--- src/rtl/regbank4x16.sv ---
// ---------------------------------------------------------------------------
// regbank4x16
//   Four-entry register bank with a one-hot demuxed write port, a single
//   registered read port (1-cycle latency, write-first bypass) and a clear
//   sequencer that sweeps every entry to CLR_VAL, one entry per cycle.
//
//   Optional feature (compile-time macro REGBANK4X16_WRCOUNT_EN):
//     defined   - wr_count counts accepted writes, saturating at 8'hFF;
//                 only rst clears it.
//     undefined - wr_count is tied to 8'h00 and has no counter flops.
//
// Ports
//   clk      in   rising-edge clock
//   rst      in   asynchronous, active-high reset
//   we       in   write enable (demuxed onto four entry load strobes)
//   waddr    in   [1:0] write entry select
//   wdata    in   [WIDTH-1:0] write data
//   re       in   read request
//   raddr    in   [1:0] read entry select
//   rdata    out  [WIDTH-1:0] registered read data
//   rvalid   out  one-cycle pulse marking a fresh read result
//   clr      in   start a clear sweep (level-sampled while idle)
//   busy     out  high while the clear sweep runs
//   wr_count out  [7:0] accepted-write counter
// ---------------------------------------------------------------------------
module regbank4x16 #(
   parameter int               WIDTH   = 16,
   parameter logic [WIDTH-1:0] CLR_VAL = '0
) (
   input  logic             clk,
   input  logic             rst,
   input  logic             we,
   input  logic [1:0]       waddr,
   input  logic [WIDTH-1:0] wdata,
   input  logic             re,
   input  logic [1:0]       raddr,
   output logic [WIDTH-1:0] rdata,
   output logic             rvalid,
   input  logic             clr,
   output logic             busy,
   output logic [7:0]       wr_count
);

   typedef enum logic [2:0] {
      IDLE = 3'd0,
      CLR0 = 3'd1,
      CLR1 = 3'd2,
      CLR2 = 3'd3,
      CLR3 = 3'd4
   } state_t;

   state_t           state_q;
   state_t           state_nxt;
   logic [3:0]       clr_ld;
   logic [3:0]       wr_ld;
   logic             wr_acc;
   logic [WIDTH-1:0] entry [4];

   // Writes are only accepted while the sweep is not running.
   assign wr_acc = we && (state_q == IDLE);

   // Demux stage: one-hot entry load strobes.
   always_comb begin
      wr_ld = '0;
      if (wr_acc) begin
         wr_ld[waddr] = 1'b1;
      end
   end

   // Clear sequencer: next state and per-entry clear strobe.
   always_comb begin
      state_nxt = state_q;
      clr_ld    = '0;
      unique case (state_q)
         IDLE: if (clr) state_nxt = CLR0;
         CLR0: begin clr_ld[0] = 1'b1; state_nxt = CLR1; end
         CLR1: begin clr_ld[1] = 1'b1; state_nxt = CLR2; end
         CLR2: begin clr_ld[2] = 1'b1; state_nxt = CLR3; end
         CLR3: begin clr_ld[3] = 1'b1; state_nxt = IDLE; end
         default: state_nxt = IDLE;
      endcase
   end

   always_ff @(posedge clk or posedge rst) begin
      if (rst) begin
         state_q <= IDLE;
         busy    <= 1'b0;
      end else begin
         state_q <= state_nxt;
         busy    <= (state_nxt != IDLE);
      end
   end

   // Storage: clear strobe and write strobe never coincide (writes are
   // blocked while sweeping), so the priority here is cosmetic.
   always_ff @(posedge clk or posedge rst) begin
      if (rst) begin
         for (int i = 0; i < 4; i++) begin
            entry[i] <= '0;
         end
      end else begin
         for (int i = 0; i < 4; i++) begin
            if (clr_ld[i]) begin
               entry[i] <= CLR_VAL;
            end else if (wr_ld[i]) begin
               entry[i] <= wdata;
            end
         end
      end
   end

   // Read port: write-first bypass only for an accepted write; CLR_VAL is
   // never forwarded, so reads during the sweep see the pre-edge contents.
   always_ff @(posedge clk or posedge rst) begin
      if (rst) begin
         rdata  <= '0;
         rvalid <= 1'b0;
      end else begin
         rvalid <= re;
         if (re) begin
            rdata <= wr_ld[raddr] ? wdata : entry[raddr];
         end
      end
   end

`ifdef REGBANK4X16_WRCOUNT_EN
   logic [7:0] wr_cnt_q;

   always_ff @(posedge clk or posedge rst) begin
      if (rst) begin
         wr_cnt_q <= 8'h00;
      end else if (wr_acc && (wr_cnt_q != 8'hFF)) begin
         wr_cnt_q <= wr_cnt_q + 8'h01;
      end
   end

   assign wr_count = wr_cnt_q;
`else
   assign wr_count = 8'h00;
`endif

endmodule

--- config.mk ---
export PLATFORM = sky130hd
export DESIGN_NAME = regbank4x16
export DESIGN_NICKNAME = d
export VERILOG_FILES = /design/src/rtl/regbank4x16.sv
export SDC_FILE = /design/constraint.sdc
export NUM_CORES = 1
export LEC_CHECK = 0
export CORE_MARGIN = 2
export CORE_UTILIZATION = 42
export CTS_CLUSTER_DIAMETER = 40
export CTS_CLUSTER_SIZE = 10
export DETAILED_ROUTE_END_ITERATION = 8
export GPL_TIMING_DRIVEN = 0
export HOLD_SLACK_MARGIN = 0.12
export PLACE_DENSITY = 0.74
export SYNTH_ARGS = -nofsm -noshare
export SYNTH_HDL_FRONTEND = slang
export SYNTH_SLANG_ARGS = --single-unit
--- constraint.sdc ---
create_clock -name clk -period 2.88 [get_ports clk]
set_input_delay 0.288 -clock clk [delete_from_list [all_inputs] [get_ports clk]]
set_output_delay 0.288 -clock clk [all_outputs]
set_load 0.02 [all_outputs]
==> flow_summary.toml, run 1 <==
[placed_design]
post-place-ws_ns = 0.421
hpwl_mm = 6.75
placed_instances = 502
buffer_ports.inserted = 38
placed_cell_area_um2 = 4590
global_placement_routability_congestion = 0.809

[timing]
max_transition_margin = 0.490
hold_violations = 0
period_share = 0.736
finalWorstSetupSlack_ns = 0.759
worst_setup_skew_after_layout_ns = 0.00972
clock.fmax_ghz = 0.471
finalWorstPathRequiredPeriod_ns = 2.12
rsz0062_at_grt = "false"
totalNegativeSetupSlack_ns = 0
slew_viol_final = 0
whs_ns = 0.175
worst_slew_pin_slew_ns = 0.763
final_setup_violation_count = 0

[yosys]
synth_xor_area_frac = 0.0110
post_synth_and_or_nand_nor_area_fraction = 0.0881
yosys-mux-area-fraction = 0.130
synth_flop_cell = "sky130_fd_sc_hd__dfrtp_1"
seq_area_frac_synth = 0.533
ys_types = 28
synth_top_area_share = 0.533
synth-compound-area-share = 0.167
gate_count_of_the_mapped_netlist = 327
synthesis.area_um2 = 3990
synth_top_family_by_area = "compound AO/OA/AOI/OAI gates"
synth_area_leaders = "sky130_fd_sc_hd__dfrtp_1 53%, sky130_fd_sc_hd__a22o_1 11%, sky130_fd_sc_hd__mux4_2 9.0%"
yosysWarningCount = 0
synth-adder-area-share = 0
synth_edf_count = 0
synth.avg_cell_area_um2 = 12.2
synth_top_area_cell = "sky130_fd_sc_hd__dfrtp_1"
ffs_w_async_s_r_synth = 1.00
synth_seq_cells = 85

[clock_network]
cts_tree = "done"
ctsHoldBuffers = 0
worst_setup_hold_path_clk_slew_ns = 0.09
cts-htree-levels = 3
cts_sinks = 85
post_cts.repair.setup_buffers = 0
cts_buffers = 9
cells_resized_by_post_cts_repair = 0
insertion_delay_ns = 0.36
cts_root_buf = "sky130_fd_sc_hd__clkbuf_8"
cts-root-to-sink-buffers = 2

[global_routing]
largest_net_degree_at_the_start_of_global_routing = 77
met2_usage = 0.331
grt.met1_usage = 0.280
gr_busiest_metal = "met2"
first_global_vias = 3067
antenna_found_initial = 0
wire_length_of_the_first_global_routing_pass_mm = 15.9
grt_util_met3 = 0.0435
groute.usage.overall = 0.207
grt.overflow.total = 0

[power]
power.switching_fraction = 0.341
total_power_mw = 4.32
peakVddDrop_uv = 340
cellLeakagePower_nw = 2.11
cell_internal_pwr_mw = 2.85
seqPwrFrac = 0.434
switching_power_mw = 1.47
comb_power_share = 0.346
clkPwrFrac = 0.220
power.density_nw_per_um2 = 897

[critical_path]
library_cell_contributing_the_largest_single_delay_on_the_critical_path = "sky130_fd_sc_hd__nor4b_2"
timing.critical_path.slowest_cell_delay_ns = 0.68
worstSetupPathType = "reg2reg"
crit_path_cell_trace = "clkbuf_1 -> nor4b_2 -> clkbuf_1 -> nand4_1 -> a31oi_1"
start_kind = "flip-flop"
worstPathRequired_ns = 3.15
crit_path_max_fanout = 10
path_common_cell = "sky130_fd_sc_hd__clkbuf_1"
endpoint_kind = "flip-flop"
cp.arrival_ns = 2.40

[routing]
avgRoutedWirePerCell_um = 19.4
detail-route-antenna-nets = 0
drt_drc_violations_left = 0
drtIter0Drc = 261
dr.pass1.iters = 5
dr_total_vias = 2941
drt_wl_total_mm = 10.1
via_per_inst = 5.68

[run]
timing.max_cap.violations = 0

[final_layout]
fin_area_um2 = 4820
area_growth_pct = 20.6
drive_above_1_share = 0.147
instances_no_fill = 518
design.final.nets = 409
fillCellCount = 793
finalCoreUtilization = 0.521
number_of_inserted_diodes = 0

[floorplan]
placeableCoreArea_um2 = 9240
fp.dieH_um = 102
die_w_um = 102
io_pins = 51
num_rows = 35
start_util = 0.432
die_area_um2 = 10300

[worst_hold_path]
min-delay-path-class = "in2async"

[outcome]
outcome = "finished, final reports clean"
-- synth_stat cells (3+ instances only) --
cell / instances
sky130_fd_sc_hd__a31oi_1: 16
sky130_fd_sc_hd__buf_2: 8
sky130_fd_sc_hd__buf_4: 10
sky130_fd_sc_hd__mux4_2: 16
sky130_fd_sc_hd__o31ai_1: 16
sky130_fd_sc_hd__inv_1: 20
sky130_fd_sc_hd__clkbuf_1: 15
sky130_fd_sc_hd__buf_6: 3
sky130_fd_sc_hd__dfrtp_1: 85
sky130_fd_sc_hd__nor2_1: 21
sky130_fd_sc_hd__mux2i_1: 16
sky130_fd_sc_hd__xnor2_1: 3
sky130_fd_sc_hd__nand2_1: 17
sky130_fd_sc_hd__nand4_1: 16
sky130_fd_sc_hd__a22o_1: 48
-- layout by cell type, fill, tap and decap left out, types with 2 or more instances in the layout --
| cell | n |
|---|---|
| sky130_fd_sc_hd__dfrtp_1 | 85 |
| sky130_fd_sc_hd__a22o_1 | 48 |
| sky130_fd_sc_hd__clkdlybuf4s50_1 | 38 |
| sky130_fd_sc_hd__nor2_1 | 21 |
| sky130_fd_sc_hd__inv_1 | 19 |
| sky130_fd_sc_hd__nand2_1 | 17 |
| sky130_fd_sc_hd__clkbuf_1 | 16 |
| sky130_fd_sc_hd__mux4_2 | 16 |
| sky130_fd_sc_hd__o31ai_1 | 16 |
| sky130_fd_sc_hd__nand4_1 | 16 |
| sky130_fd_sc_hd__a31oi_1 | 16 |
| sky130_fd_sc_hd__mux2i_1 | 16 |
| sky130_fd_sc_hd__buf_4 | 10 |
| sky130_fd_sc_hd__clkbuf_8 | 10 |
| sky130_fd_sc_hd__buf_2 | 8 |
| sky130_fd_sc_hd__conb_1 | 8 |
| sky130_fd_sc_hd__buf_6 | 3 |
| sky130_fd_sc_hd__xnor2_1 | 3 |
| sky130_fd_sc_hd__xor2_1 | 2 |
| sky130_fd_sc_hd__a211o_1 | 2 |
| sky130_fd_sc_hd__nand3b_1 | 2 |
| sky130_fd_sc_hd__nor3_1 | 2 |
| sky130_fd_sc_hd__bufinv_16 | 2 |
| sky130_fd_sc_hd__clkinvlp_4 | 2 |
-- worst paths after layout --
check	start	to	slack [ns]	depth (start not counted)
min in group clk	waddr[0]	entry[27]$_DFFE_PP0P_	0.42	3
setup reg to reg	state_q[2]$_DFF_PP0_	rdata[6]$_DFFE_PP0P_	0.76	5
hold / removal	rst	entry[45]$_DFFE_PP0P_	0.18	2
hold reg to reg	entry[40]$_DFFE_PP0P_	entry[40]$_DFFE_PP0P_	0.50	1
setup / recovery	state_q[2]$_DFF_PP0_	rdata[6]$_DFFE_PP0P_	0.76	5
max in group asynchronous	rst	rdata[14]$_DFFE_PP0P_	2.09	3
-- power groups by stage --
stage	sequential [mW]	clock (mW)	combinational, mW
global placement	1.86	0	1.43
CTS	1.87	0.961	1.49
detailed placement	1.88	0	1.49
finish	1.88	0.951	1.49
floorplan	1.89	0	0.963
global route	1.92	1.01	1.61
-- metal layers --
metal	vias up	part of all wire
li1	1320	-
met1	1484	0.43
met2	120	0.49
met3	17	0.066
met4	0	0.016
met5	-	0
-- state kept, by name, summed over array words and instances, names as in the netlist --
| signal | cells |
|---|---|
| rvalid | 1 |
| busy | 1 |
| rdata | 16 |
| entry | 64 |
| state_q | 3 |
-- cells by family after synthesis --
kind of cell	count (synthesis)
AO/OA/AOI/OAI	83
other	1
flip-flops	85
AND/OR/NAND/NOR	65
buffers and inverters	56
multiplexers	32
XOR/XNOR	5
-- layout make-up --
type,instances,area (um2),share of cell area
Inverter,20,77.6,0.0161
Sequential cell,85,2130,0.442
Timing Repair Buffer,39,408,0.0847
Tap cell,129,161,0.0335
Clock buffer,11,141,0.0294
Clock inverter,5,83.8,0.0174
Buffer,36,205,0.0426
Multi-Input combinational cell,193,1610,0.335
-- critical path, delay by kind of cell, from the launching register on --
kind            cells  cell delay [ns]
buf+inv             2             0.63
compound gates      1             0.22
flops               1             0.36
simple gates        2             0.83
Note: power is estimated with default switching activity, not from simulation.
==> run 2: changes to the inputs <==
==> constraint.sdc (replaced) <==
create_clock -name clk -period 2.2 [get_ports clk]
set_input_delay 0.22 -clock clk [delete_from_list [all_inputs] [get_ports clk]]
set_output_delay 0.22 -clock clk [all_outputs]
set_load 0.02 [all_outputs]
==> run 2 against run 1 <==
Net effect: count of clock-buffer cells in the layout stayed put; first-iteration DRC count fell by 18%; setup slack worse by 0.69 ns; routed wire length down 1.2%; worst hold slack improved by 0.080 ns.
==> flow_summary.toml, run 2 (synthesized netlist as in run 1, its figures left out) <==
[outcome]
outcome = "finished, final reports clean"

[routing]
drtIter0Drc = 215
via_per_inst = 5.82
avgRoutedWirePerCell_um = 19.1
dr.pass1.iters = 5
detail-route-antenna-nets = 0
drt_wl_total_mm = 9.94
dr_total_vias = 3031
drt_drc_violations_left = 0

[timing]
period_share = 0.966
worst_slew_pin_slew_ns = 0.730
rsz0062_at_grt = "false"
finalWorstSetupSlack_ns = 0.0737
clock.fmax_ghz = 0.470
max_transition_margin = 0.511
finalWorstPathRequiredPeriod_ns = 2.13
whs_ns = 0.255
final_setup_violation_count = 0
hold_violations = 0
slew_viol_final = 0
worst_setup_skew_after_layout_ns = 0.00515

[placed_design]
post-place-ws_ns = -0.153
buffer_ports.inserted = 38
hpwl_mm = 6.67
global_placement_routability_congestion = 0.804

[power]
power.density_nw_per_um2 = 1120
peakVddDrop_uv = 413
total_power_mw = 5.41
cellLeakagePower_nw = 2.12

[final_layout]
top_regs = "entry x64, rdata x16, state_q x3"
largest_register_ff_count = 64
number_of_inserted_diodes = 0
fillCellCount = 805
final_cell_mix = "85 x sky130_fd_sc_hd__dfrtp_1, 48 x sky130_fd_sc_hd__a22o_1, 38 x sky130_fd_sc_hd__clkdlybuf4s50_1"
design.final.nets = 413
layout.cells.most_common = "sky130_fd_sc_hd__dfrtp_1"
top_register = "entry"
drive_above_1_share = 0.156
area_growth_pct = 20.4

[global_routing]
first_global_vias = 3027
antenna_found_initial = 0
met2_usage = 0.325
wire_length_of_the_first_global_routing_pass_mm = 15.9
grt_util_met3 = 0.0531
groute.usage.overall = 0.205
gr_busiest_metal = "met2"
grt.overflow.total = 0
largest_net_degree_at_the_start_of_global_routing = 45
grt.met1_usage = 0.273

[clock_network]
ctsHoldBuffers = 0
cts_root_buf = "sky130_fd_sc_hd__clkbuf_8"
cts_sinks = 85
cts-htree-levels = 3
cts-root-to-sink-buffers = 2
insertion_delay_ns = 0.36
cts_buffers = 9
worst_setup_hold_path_clk_slew_ns = 0.08
cts_tree = "done"

[critical_path]
cp-startpoint = "state_q[2]$_DFF_PP0_"
endpoint_kind = "flip-flop"
crit_path_max_fanout = 10
cp.arrival_ns = 2.42
worstPathRequired_ns = 2.49
start_kind = "flip-flop"
worstSetupPathType = "reg2reg"
r2r-start = "state_q[2]$_DFF_PP0_"

[floorplan]
die_w_um = 102
placeableCoreArea_um2 = 9240
io_pins = 51
start_util = 0.432
num_rows = 35
fp.dieH_um = 102
die_area_um2 = 10300

[run]
timing.max_cap.violations = 0

[worst_hold_path]
min-delay-path-class = "in2async"
-- run 2: critical path, stage by stage (launching register included) --
cell and delay (ns):
sky130_fd_sc_hd__dfrtp_1 0.36, sky130_fd_sc_hd__clkbuf_1 0.20, sky130_fd_sc_hd__or3_1 0.35, sky130_fd_sc_hd__buf_2 0.17, sky130_fd_sc_hd__nor2_1 0.49, sky130_fd_sc_hd__buf_4 0.33, sky130_fd_sc_hd__a22o_1 0.17
-- run 2: final cells by class --
cell class | count | area (um2) | area share
tap | 129 | 161 | 0.0336
multi-input combinational | 193 | 1630 | 0.338
timing repair buffer | 43 | 443 | 0.0922
clock inverter | 4 | 23.8 | 0.00495
inverter | 20 | 78.8 | 0.0164
sequential | 85 | 2130 | 0.443
buffer | 36 | 205 | 0.0427
clock buffer | 11 | 141 | 0.0294
-- run 2: path summary, 6_finish.rpt --
kind | depth (start not counted) | to | slack (ns)
worst max-delay path | 6 | entry[37]$_DFFE_PP0P_ | 0.07
worst min-delay path | 3 | entry[58]$_DFFE_PP0P_ | 0.26
worst max register to register | 6 | entry[37]$_DFFE_PP0P_ | 0.07
worst min register to register | 1 | entry[61]$_DFFE_PP0P_ | 0.50
max in group asynchronous | 4 | rdata[1]$_DFFE_PP0P_ | 1.45
min in group clk | 3 | entry[61]$_DFFE_PP0P_ | 0.43
-- run 2: repair_timing --
| action | in CTS | in global routing |
|---|---|---|
| buffers inserted | 0 | 3 |
| endpoints found under the setup margin | 0 | 10 |
| gates resized for setup | 0 | 2 |
-- run 2: metrics by stage --
step | std cells | util | setup TNS (ns) | area, um2
4_1_cts | 518 | 0.516 | 0 | 4770
5_1_grt | 521 | 0.520 | 0 | 4810
6_report | 521 | 0.520 | 0 | 4810
3_3_place_gp | 501 | 0.494 | -1.56 | 4560
2_1_floorplan | 334 | - | 0 | 4020
3_5_place_dp | 503 | 0.498 | -2.50 | 4600
-- run 2: per-layer routing --
metal  wire length [um]  share of wire  up-vias
li1                   -              -     1327
met1               4120           0.41     1544
met2               4870           0.49      132
met3                723          0.073       28
met4                226          0.023        0
met5                  0              0        -
-- run 2: power breakdown --
group	leakage, nW	internal, mW	total [mW]	switching [mW]
Sequential	1.12	2.13	2.45	0.317
Combinational	0.913	0.937	1.98	1.04
Clock	0.0893	0.434	0.980	0.547
Total	2.12	3.50	5.41	1.90
==> run 3: changes to the inputs <==
--- a/config.mk
+++ b/config.mk
@@ -10,7 +10,7 @@
 export CTS_CLUSTER_DIAMETER = 40
 export CTS_CLUSTER_SIZE = 10
 export DETAILED_ROUTE_END_ITERATION = 8
-export GPL_TIMING_DRIVEN = 0
+export GPL_TIMING_DRIVEN = 1
 export HOLD_SLACK_MARGIN = 0.12
 export PLACE_DENSITY = 0.74
 export SYNTH_ARGS = -nofsm -noshare
==> run 3 against run 2 <==
Net effect: via count shrank 3.2%; global-route usage fell by 0.25 points; count of clock-buffer cells in the layout fell by 1; cell area grew 0.89%; die area stayed put; clock power is 32% higher; highest routed layer unchanged; final cell count down 2.9%; sequential share of layout area decreased by 0.39 points; register-to-register slack improved by 0.05 ns; critical path depth fell by 3.
==> flow_summary.toml, run 3 (synthesized netlist as in run 1, its figures left out) <==
[routing]
route.layer.met1.wl_mm = 3.99
detail-route-antenna-nets = 0
drt_wl_total_mm = 9.80
avgRoutedWirePerCell_um = 19.4
routed-wl-met3_um = 850
via_per_inst = 5.80
met2WireLength_mm = 4.74
dr.pass1.iters = 5
drt_drc_violations_left = 0
route.top_layer_used = "met4"
drtIter0Drc = 231
dr_total_vias = 2935

[final_layout]
number_of_inserted_diodes = 0
largest_register_ff_count = 64
top_regs = "entry x64, rdata x16, state_q x3"
drive_above_1_share = 0.149
area_growth_pct = 21.4
finalCoreUtilization = 0.525
final_cell_mix = "85 x sky130_fd_sc_hd__dfrtp_1, 48 x sky130_fd_sc_hd__a22o_1, 42 x sky130_fd_sc_hd__clkdlybuf4s50_1"
top_register = "entry"
design.final.nets = 399
layout.cells.most_common = "sky130_fd_sc_hd__dfrtp_1"
instances_no_fill = 506

[power]
power.density_nw_per_um2 = 1180
seqPwrFrac = 0.429
clkPwrFrac = 0.226
cellLeakagePower_nw = 2.13
comb_power_share = 0.345
cell_internal_pwr_mw = 3.84
peakVddDrop_uv = 466
power.switching_fraction = 0.329
switching_power_mw = 1.88

[placed_design]
buffer_ports.inserted = 42
global_placement_routability_congestion = 0.742
placed_instances = 492
hpwl_mm = 5.98

[critical_path]
endpoint_kind = "flip-flop"
rr_worst_depth = 3
library_cell_contributing_the_largest_single_delay_on_the_critical_path = "sky130_fd_sc_hd__nor2_1"
r2r-start = "state_q[0]$_DFF_PP0_"
start_kind = "flip-flop"
crit_family = "simple AND/OR/NAND/NOR gates"
r2r-end = "entry[34]$_DFFE_PP0P_"
worstSetupPathType = "reg2reg"
crit_path_max_fanout = 16
reg2reg_setup_slack_ns = 0.12
worstPathRequired_ns = 2.49
critical_path_buf_inv_count = 0
cp.arrival_ns = 2.37
crit_path_cell_trace = "or3_1 -> nor2_1 -> a22o_1"
timing.critical_path.slowest_cell_delay_ns = 0.94

[worst_hold_path]
min-delay-path-class = "in2async"

[clock_network]
worst_setup_hold_path_clk_slew_ns = 0.08
cells_resized_by_post_cts_repair = 0
cts-root-to-sink-buffers = 2
insertion_delay_ns = 0.37
ctsHoldBuffers = 0
cts-htree-levels = 3
cts_tree = "done"
cts_sinks = 85
cts_root_buf = "sky130_fd_sc_hd__clkbuf_8"
post_cts.repair.setup_buffers = 0
cts_buffers = 9

[global_routing]
largest_net_degree_at_the_start_of_global_routing = 86
wire_length_of_the_first_global_routing_pass_mm = 15.5
antenna_found_initial = 0
grt.overflow.total = 0
groute.usage.overall = 0.202
first_global_vias = 3054

[floorplan]
fp.dieH_um = 102
num_rows = 35
die_area_um2 = 10300
io_pins = 51
start_util = 0.432
die_w_um = 102
placeableCoreArea_um2 = 9240

[timing]
finalWorstPathRequiredPeriod_ns = 2.08
worst_setup_skew_after_layout_ns = 0.00911
hold_violations = 0
totalNegativeSetupSlack_ns = 0
clock.fmax_ghz = 0.481
final_setup_violation_count = 0
max_transition_margin = 0.181
whs_ns = 0.321
period_share = 0.945
rsz0062_at_grt = "false"
worst_slew_pin_slew_ns = 1.22
slew_viol_final = 0

[outcome]
outcome = "finished, final reports clean"

[run]
timing.max_cap.violations = 0
run 3: metal layers:
| metal | GRT usage | up-vias |
|---|---|---|
| met5 | 0 | - |
| met4 | 0.0821 | 0 |
| met2 | 0.347 | 132 |
| met1 | 0.248 | 1479 |
| li1 | - | 1301 |
| met3 | 0.0449 | 23 |
run 3: area by class of cell:
| class | count | area, um2 |
|---|---|---|
| multi-input combinational | 193 | 1610 |
| clock inverter | 4 | 98.8 |
| sequential | 85 | 2130 |
| timing repair buffer | 65 | 643 |
| fill | 800 | 4390 |
| tap | 129 | 161 |
| clock buffer | 10 | 128 |
| inverter | 20 | 78.8 |
run 3: through the flow:
step / power, mW / setup WS (ns) / instance area, um2
after global placement: 4.34 / 0.0285 / 4620
after floorplan: 3.74 / 0.387 / 4020
final: 5.72 / 0.121 / 4850
after global routing: 6.01 / 0.0345 / 4850
after detailed placement: 4.44 / -0.0288 / 4620
after CTS: 5.73 / 0.150 / 4850
run 3: worst register-to-register path: cells and delay by family, from the launching register on:
kind / cells / cell delay (ns)
AOI/OAI and AO/OA: 1 / 0.29
and+or+nand+nor: 2 / 1.34
DFF: 1 / 0.38
run 3: how the worst max path moves through the flow:
stage	from	to	slack, ns	cells past startpoint
after floorplan	state_q[0]$_DFF_PP0_	entry[16]$_DFFE_PP0P_	0.39	6
after global placement	waddr[0]	entry[38]$_DFFE_PP0P_	0.03	4
after detailed placement	waddr[0]	entry[44]$_DFFE_PP0P_	-0.03	4
after CTS	state_q[0]$_DFF_PP0_	entry[39]$_DFFE_PP0P_	0.15	3
after global routing	state_q[0]$_DFF_PP0_	entry[43]$_DFFE_PP0P_	0.03	3
final	state_q[0]$_DFF_PP0_	entry[34]$_DFFE_PP0P_	0.12	3
run 3: power groups by stage:
| stage | registers (mW) | clock network, mW | logic [mW] |
|---|---|---|---|
| 6_report | 2.45 | 1.29 | 1.97 |
| 5_1_grt | 2.52 | 1.38 | 2.11 |
| 4_1_cts | 2.45 | 1.30 | 1.97 |
| 3_5_place_dp | 2.47 | 0 | 1.97 |
| 3_3_place_gp | 2.44 | 0 | 1.90 |
| 2_1_floorplan | 2.48 | 0 | 1.26 |
